[config.mk]
export PLATFORM = sky130hd
export DESIGN_NAME = mem_arbiter_1rw
export DESIGN_NICKNAME = d
export VERILOG_FILES = /design/src/rtl/mem_arbiter_1rw.sv
export SDC_FILE = /design/constraint.sdc
export NUM_CORES = 1
export LEC_CHECK = 0
export CAP_MARGIN = 20
export CORE_AREA = 2 2 160 162
export CTS_CLUSTER_DIAMETER = 150
export DETAILED_ROUTE_END_ITERATION = 10
export DIE_AREA = 0 0 162 164
export PLACE_DENSITY = 0.49
export SLEW_MARGIN = 20
export SYNTH_ARGS = -nofsm -noshare
export SYNTH_HDL_FRONTEND = slang
export SYNTH_SLANG_ARGS = --single-unit
[constraint.sdc]
create_clock -name clock -period 2.75 [get_ports clock]
set_input_delay 0.275 -clock clock [delete_from_list [all_inputs] [get_ports clock]]
set_output_delay 0.275 -clock clock [all_outputs]
set_load 0.005 [all_outputs]
[src/rtl/mem_arbiter_1rw.sv]
// mem_arbiter_1rw
// Lets two clients share one single-port memory with synchronous read.
// The grant is combinational and round-robin. Each client gets its
// completion, and read data if any, exactly one cycle after its grant.
//
// Ports:
//   clock, reset        rising-edge clock; synchronous active-low reset
//   rN_valid/rN_ready   request handshake for client N (ready = grant)
//   rN_we/addr/wdata    client N request fields
//   rN_resp_valid       one-cycle completion pulse for client N
//   rN_rdata            client N read data (0 unless a read completes)
//   mem_addr/we/wdata   shared memory RW port, zero when idle
//   mem_rdata           memory read data, one cycle after the address
module mem_arbiter_1rw #(
  parameter int ADDR_W = 5,
  parameter int DATA_W = 64
) (
  input  logic              clock,
  input  logic              reset,
  input  logic              r0_valid,
  output logic              r0_ready,
  input  logic              r0_we,
  input  logic [ADDR_W-1:0] r0_addr,
  input  logic [DATA_W-1:0] r0_wdata,
  output logic              r0_resp_valid,
  output logic [DATA_W-1:0] r0_rdata,
  input  logic              r1_valid,
  output logic              r1_ready,
  input  logic              r1_we,
  input  logic [ADDR_W-1:0] r1_addr,
  input  logic [DATA_W-1:0] r1_wdata,
  output logic              r1_resp_valid,
  output logic [DATA_W-1:0] r1_rdata,
  output logic [ADDR_W-1:0] mem_addr,
  output logic              mem_we,
  output logic [DATA_W-1:0] mem_wdata,
  input  logic [DATA_W-1:0] mem_rdata
);

  logic gnt0, gnt1;
  logic last_q, last_d;
  logic rsp_v_q, rsp_v_d;
  logic rsp_id_q, rsp_id_d;
  logic rsp_we_q, rsp_we_d;

  // Nothing is granted while reset is held. On contention the client
  // that did not win last time gets the grant.
  always_comb begin
    gnt0 = 1'b0;
    gnt1 = 1'b0;
    if (reset) begin
      if (r0_valid && r1_valid) begin
        gnt0 = last_q;
        gnt1 = !last_q;
      end else begin
        gnt0 = r0_valid;
        gnt1 = r1_valid;
      end
    end
  end

  assign r0_ready = gnt0;
  assign r1_ready = gnt1;

  always_comb begin
    mem_addr  = '0;
    mem_we    = 1'b0;
    mem_wdata = '0;
    if (gnt0) begin
      mem_addr  = r0_addr;
      mem_we    = r0_we;
      mem_wdata = r0_wdata;
    end else if (gnt1) begin
      mem_addr  = r1_addr;
      mem_we    = r1_we;
      mem_wdata = r1_wdata;
    end
  end

  always_comb begin
    last_d   = last_q;
    rsp_v_d  = gnt0 || gnt1;
    rsp_id_d = gnt1;
    rsp_we_d = mem_we;
    if (gnt0 || gnt1) begin
      last_d = gnt1;
    end
  end

  // Reset leaves last = 1 so client 0 wins the first contention.
  always_ff @(posedge clock) begin
    if (!reset) begin
      last_q   <= 1'b1;
      rsp_v_q  <= 1'b0;
      rsp_id_q <= 1'b0;
      rsp_we_q <= 1'b0;
    end else begin
      last_q   <= last_d;
      rsp_v_q  <= rsp_v_d;
      rsp_id_q <= rsp_id_d;
      rsp_we_q <= rsp_we_d;
    end
  end

  // Responses are gated by reset. A response still pending when reset
  // asserts is therefore dropped in that same cycle.
  logic rsp_live;
  logic rsp_rd;

  assign rsp_live = reset && rsp_v_q;
  assign rsp_rd   = rsp_live && !rsp_we_q;

  assign r0_resp_valid = rsp_live && !rsp_id_q;
  assign r1_resp_valid = rsp_live && rsp_id_q;
  assign r0_rdata      = (rsp_rd && !rsp_id_q) ? mem_rdata : '0;
  assign r1_rdata      = (rsp_rd && rsp_id_q) ? mem_rdata : '0;

endmodule

==> flow_summary.toml, run 1 <==
[route]
drt_iter0_markers = 192
drc_errors = 0
via_per_inst = 4.01
drtPass1Iterations = 4
routedWlPerCell_um = 15.0
vias = 4458
drt-total-wl_um = 16700
drtAntennaViolNets = 0

[clocking]
ctsHoldBuffers = 0
path_clk_slew_ps = 30
clock-root-buffer = "clkbuf_16"
cts_resized = 0
postCtsSetupRepairBufs = 0
insertion_delay_ps = 220
cts.sinks = 4
cts_tree = "done"
cts_made_buffers = 3
clk_path_buf_depth = 2
ctsHtreeMaxLevel = 1

[cells_and_area]
layout.nets = 991
design_area_um2 = 6680
drive_gt1_share_pct = 2.30
area_delta_synth_final_pct = 189
final-seq-area_um2 = 80.1
multi_input_area_um2 = 1870
nFillCells = 2768
layout.cells.non_filler = 1112

[floorplan]
std_cell_rows = 58
die_w_um = 162
dieHeight_um = 164
dieArea_um2 = 26600
initial_core_util_pct = 9.31
top_level_ports = 410
coreArea_um2 = 24800

[synthesis]
synthMuxAreaShare_pct = 0
synth_fp_nets = 626
yosysTopAreaCellShare_pct = 35.2
synthFlopType = "dfxtp_1"
synthArstFlopShare_pct = 0
synth.ff_latch_count = 4
yosys.area.top_type = "and3_1"
yosys.cell_types.count = 15
yosys.area_share.simple_pct = 61.2
yosys_warnings = 0
synth_common_cells = "nand2_1, and3_1, o22ai_1"
synth_area_leaders = "and3_1, nand2_1, o22ai_1"
synth_edf_count = 0
synth_compound_area_share_pct = 19.2
syn_area_um2 = 2310
synth_xor_area_share_pct = 0
yosysSeqAreaShare_pct = 3.47
synthCells = 418
post_synth.cell_area_avg_um2 = 5.53
synth_fa_ha_area_share_pct = 0
yosysMostFrequentCell = "nand2_1"
synth_top_family_by_area = "simple AND/OR/NAND/NOR gates"

[placement]
place_area_um2 = 6600
gp_congestion = 0.760
post-dp-hpwl_um = 13200
port_buffers = 409
place_inst = 1108

[worst_setup_path]
path_class = "in2out"
crit_path_end_kind = "output port"
cp-start-kind = "input pin"
crit_fanout = 55
crit_required_ps = 2480
crit_arrival_ps = 2180

[global_routing]
met3_usage_pct = 3.61
antenna_found_initial = 1
grt_max_degree = 129
grt_pass1_wl_um = 23600
met1_usage_pct = 12.1
grt_util_met2_pct = 21.3
grt.overflow.total = 0
grt_usage_pct = 11.1
grt_pass1_vias = 4140
grt-busiest-layer = "met2"

[timing]
finClkSkew_ps = 2.45
tns_ps = 0
slew_headroom_pct = 69.3
finalHoldViolations = 0
setup_violations = 0
fin_hold_ws_ps = 445
fin_crit_ps = 2450
min_period_over_period_pct = 89.1
worstMarginPinSlew_ps = 460
slew_viol_final = 0
max_freq_mhz = 408
rsz0062_at_grt = "no"

[outcome]
outcome = "finished, final reports clean"

[power]
pwr_density_cell_nw_per_um2 = 172
ir_drop_uv = 128
p_leak_nw = 2.85
finalPower_mw = 1.15

[hold_path]
hold_class = "in2reg"

[run]
drv_cap = 0
## placed cells by master, fill, tap and decap left out
cell type and instances:
clkdlybuf4s50_1 408, clkbuf_16 3, nor2_4 1, buf_4 4, o22ai_1 71, diode_2 1
buf_12 6, and3_1 130, dfxtp_1 4, nand2_1 141, nor2_1 4, nand3_1 1
and2_1 2, nand2b_1 2, nand2_2 2, inv_2 1, nor2b_4 1
## sequential cells by signal, summed over array words and instances, names as in the netlist
| name | flops |
|---|---|
| rsp_id_q | 1 |
| last_q | 1 |
| rsp_v_q | 1 |
| rsp_we_q | 1 |
## worst max-delay path, cell delays in order
cell and delay (ps):
clkdlybuf4s50_1 460, nand2b_1 140, nand2_2 200, buf_12 240, o22ai_1 270, clkdlybuf4s50_1 550
## report_power, final
part / internal [mW] / switching, mW / total, mW
Sequential: 0.0625 / 0.00312 / 0.0656
Combinational: 0.543 / 0.316 / 0.859
Clock: 0.186 / 0.0394 / 0.225
## cells by family (layout without fill, tap and decap cells)
logic type,after synthesis,in the layout
buf+inv,59,422
compound gates,71,71
flops,4,4
other cells,0,1
simple gates,284,284
## final cells by class
type,count,share of cell area (%)
repair buffers,418,63.4
well taps,330,6.18
multi-input cells,355,28.0
clock buffers,3,1.12
flip-flops and latches,4,1.20
diodes,1,0.0375
inverters,1,0.0562
## metrics by stage
stage / worst slack (ps) / util [%]
finish: 300 / 26.9
global route: 193 / 26.9
CTS: 275 / 26.9
detailed placement: 284 / 26.6
global placement: 287 / 26.6
floorplan: 1510 / -
## layer usage
metal	vias up	routed length [um]
met5	-	0
met4	0	156
met2	254	8500
li1	2201	-
met3	8	1730
met1	1995	6330
## final timing paths
path | start | endpoint | slack [ps] | cells past startpoint
min | reset | rsp_v_q | 450 | 3
max reg2reg | last_q | rsp_we_q | 1590 | 4
max | r1_valid | mem_wdata[38] | 300 | 6
min reg2reg | last_q | last_q | 510 | 2
(Power assumes the default switching activity.)
==> run 2, diff against run 1 <==
- GPL_ROUTABILITY_DRIVEN: unset -> 0
- SLEW_MARGIN: 20 -> 0
==> results of run 2 <==
Same layout as run 1: the final DEF is identical, and so are final timing and power.
==> run 3, diff against run 2 <==
- CORE_AREA: 2 2 160 162 -> 2 2 158 160
- DIE_AREA: 0 0 162 164 -> 0 0 160 162
- clock period: 2.75 -> 2.8 ns (I/O delays scaled with it)
==> flow_summary.toml, run 3 (same netlist as run 1, synthesis figures left out) <==
[cells_and_area]
insertedDiodeCount = 0
fin_util_pct = 27.7
layout.nets = 991
area_delta_synth_final_pct = 189
drive_gt1_share_pct = 2.43
design_area_um2 = 6670
layout.cells.non_filler = 1105
layout_common_cells = "clkdlybuf4s50_1, nand2_1, and3_1, o22ai_1, buf_12"
final_common_cell = "clkdlybuf4s50_1"
nFillCells = 2708

[clocking]
insertion_delay_ps = 220
ctsHoldBuffers = 0
clock-root-buffer = "clkbuf_16"
cts_tree = "done"
cts_made_buffers = 3
path_clk_slew_ps = 30
postCtsSetupRepairBufs = 0
cts_resized = 0
ctsHtreeMaxLevel = 1
clk_path_buf_depth = 2
cts.sinks = 4

[timing]
fin_crit_ps = 2340
min_period_over_period_pct = 83.6
slew_viol_final = 0
slew_headroom_pct = 69.5
tns_ps = 0
setup_violations = 0
worstMarginPinSlew_ps = 457
rsz0062_at_grt = "no"
finClkSkew_ps = 3.37
max_freq_mhz = 427
fin_hold_ws_ps = 344
finalHoldViolations = 0

[power]
pwr_density_cell_nw_per_um2 = 170
p_leak_nw = 2.85
ir_drop_uv = 188

[placement]
place_area_um2 = 6590
place_inst = 1102
post-dp-hpwl_um = 13900
port_buffers = 409

[floorplan]
coreArea_um2 = 24100
top_level_ports = 410
die_w_um = 160
std_cell_rows = 57
dieArea_um2 = 25900
initial_core_util_pct = 9.58
dieHeight_um = 162

[worst_setup_path]
reg2reg_to = "rsp_we_q"
crit_required_ps = 2520
crit_start = "r1_valid"
crit_arrival_ps = 2060
crit_fanout = 71
reg2reg_slack_ps = 1550
crit_end = "mem_wdata[1]"
cp-start-kind = "input pin"
crit_path_end_kind = "output port"
regToRegStartpoint = "last_q"
ff2ff_path_depth = 4
path_class = "in2out"

[global_routing]
grt_pass1_wl_um = 25000
antenna_found_initial = 0
grt_max_degree = 129
grt_pass1_vias = 4185
grt.overflow.total = 0
grt_usage_pct = 12.1

[route]
vias = 4431
drtAntennaViolNets = 0
drtPass1Iterations = 5
routedWlPerCell_um = 15.9
drt-total-wl_um = 17500
via_per_inst = 4.01
drc_errors = 0
drt_iter0_markers = 255

[run]
drv_cap = 0

[outcome]
outcome = "finished, final reports clean"

[hold_path]
hold_class = "in2reg"
## run 3: cell count changes in the layout (fill, tap and decap cells not counted)
cell and delta:
and2_1 -1, diode_2 -1, and2_2 +1
## run 3: final cells by class
| class | count | area, um2 | share of cell area (%) |
|---|---|---|---|
| clock buffers | 3 | 75.1 | 1.13 |
| inverters | 1 | 3.75 | 0.0563 |
| multi-input cells | 355 | 1870 | 28.0 |
| flip-flops and latches | 4 | 80.1 | 1.20 |
| well taps | 324 | 405 | 6.08 |
| repair buffers | 418 | 4230 | 63.5 |
## run 3: worst min-delay path by stage
stage                     depth (start not counted)  startpoint      end  slack, ps
after global routing                              2       reset   last_q        360
after floorplan                                   2    r1_valid  rsp_v_q        400
after CTS                                         2       reset   last_q        340
after global placement                            2      last_q   last_q        490
final                                             2       reset   last_q        340
after detailed placement                          2      last_q   last_q        490
## run 3: critical path: stages
cell	delay (ps)
clkdlybuf4s50_1	450
nand2b_1	140
nand2_2	80
buf_12	190
o22ai_1	280
clkdlybuf4s50_1	560
## run 3: power breakdown
part           switching (mW)  total [mW]  leakage (nW)  internal (mW)
clock                  0.0391       0.221        0.0370          0.182
sequential            0.00342      0.0648        0.0333         0.0614
combinational           0.314       0.847          2.78          0.533
## run 3: per-layer routing
layer	GRT usage [%]	routed length, um	vias to the layer above
met5	0	0	-
met4	1.92	225	0
met3	3.60	1630	8
met2	21.9	8460	249
met1	14.4	7220	1977
li1	-	-	2197
## run 3: metrics by stage
step	power, mW	setup slack (ps)
floorplan	0.344	1550
CTS	1.15	435
global placement	0.924	446
global route	1.21	363
finish	1.13	459
detailed placement	0.919	450
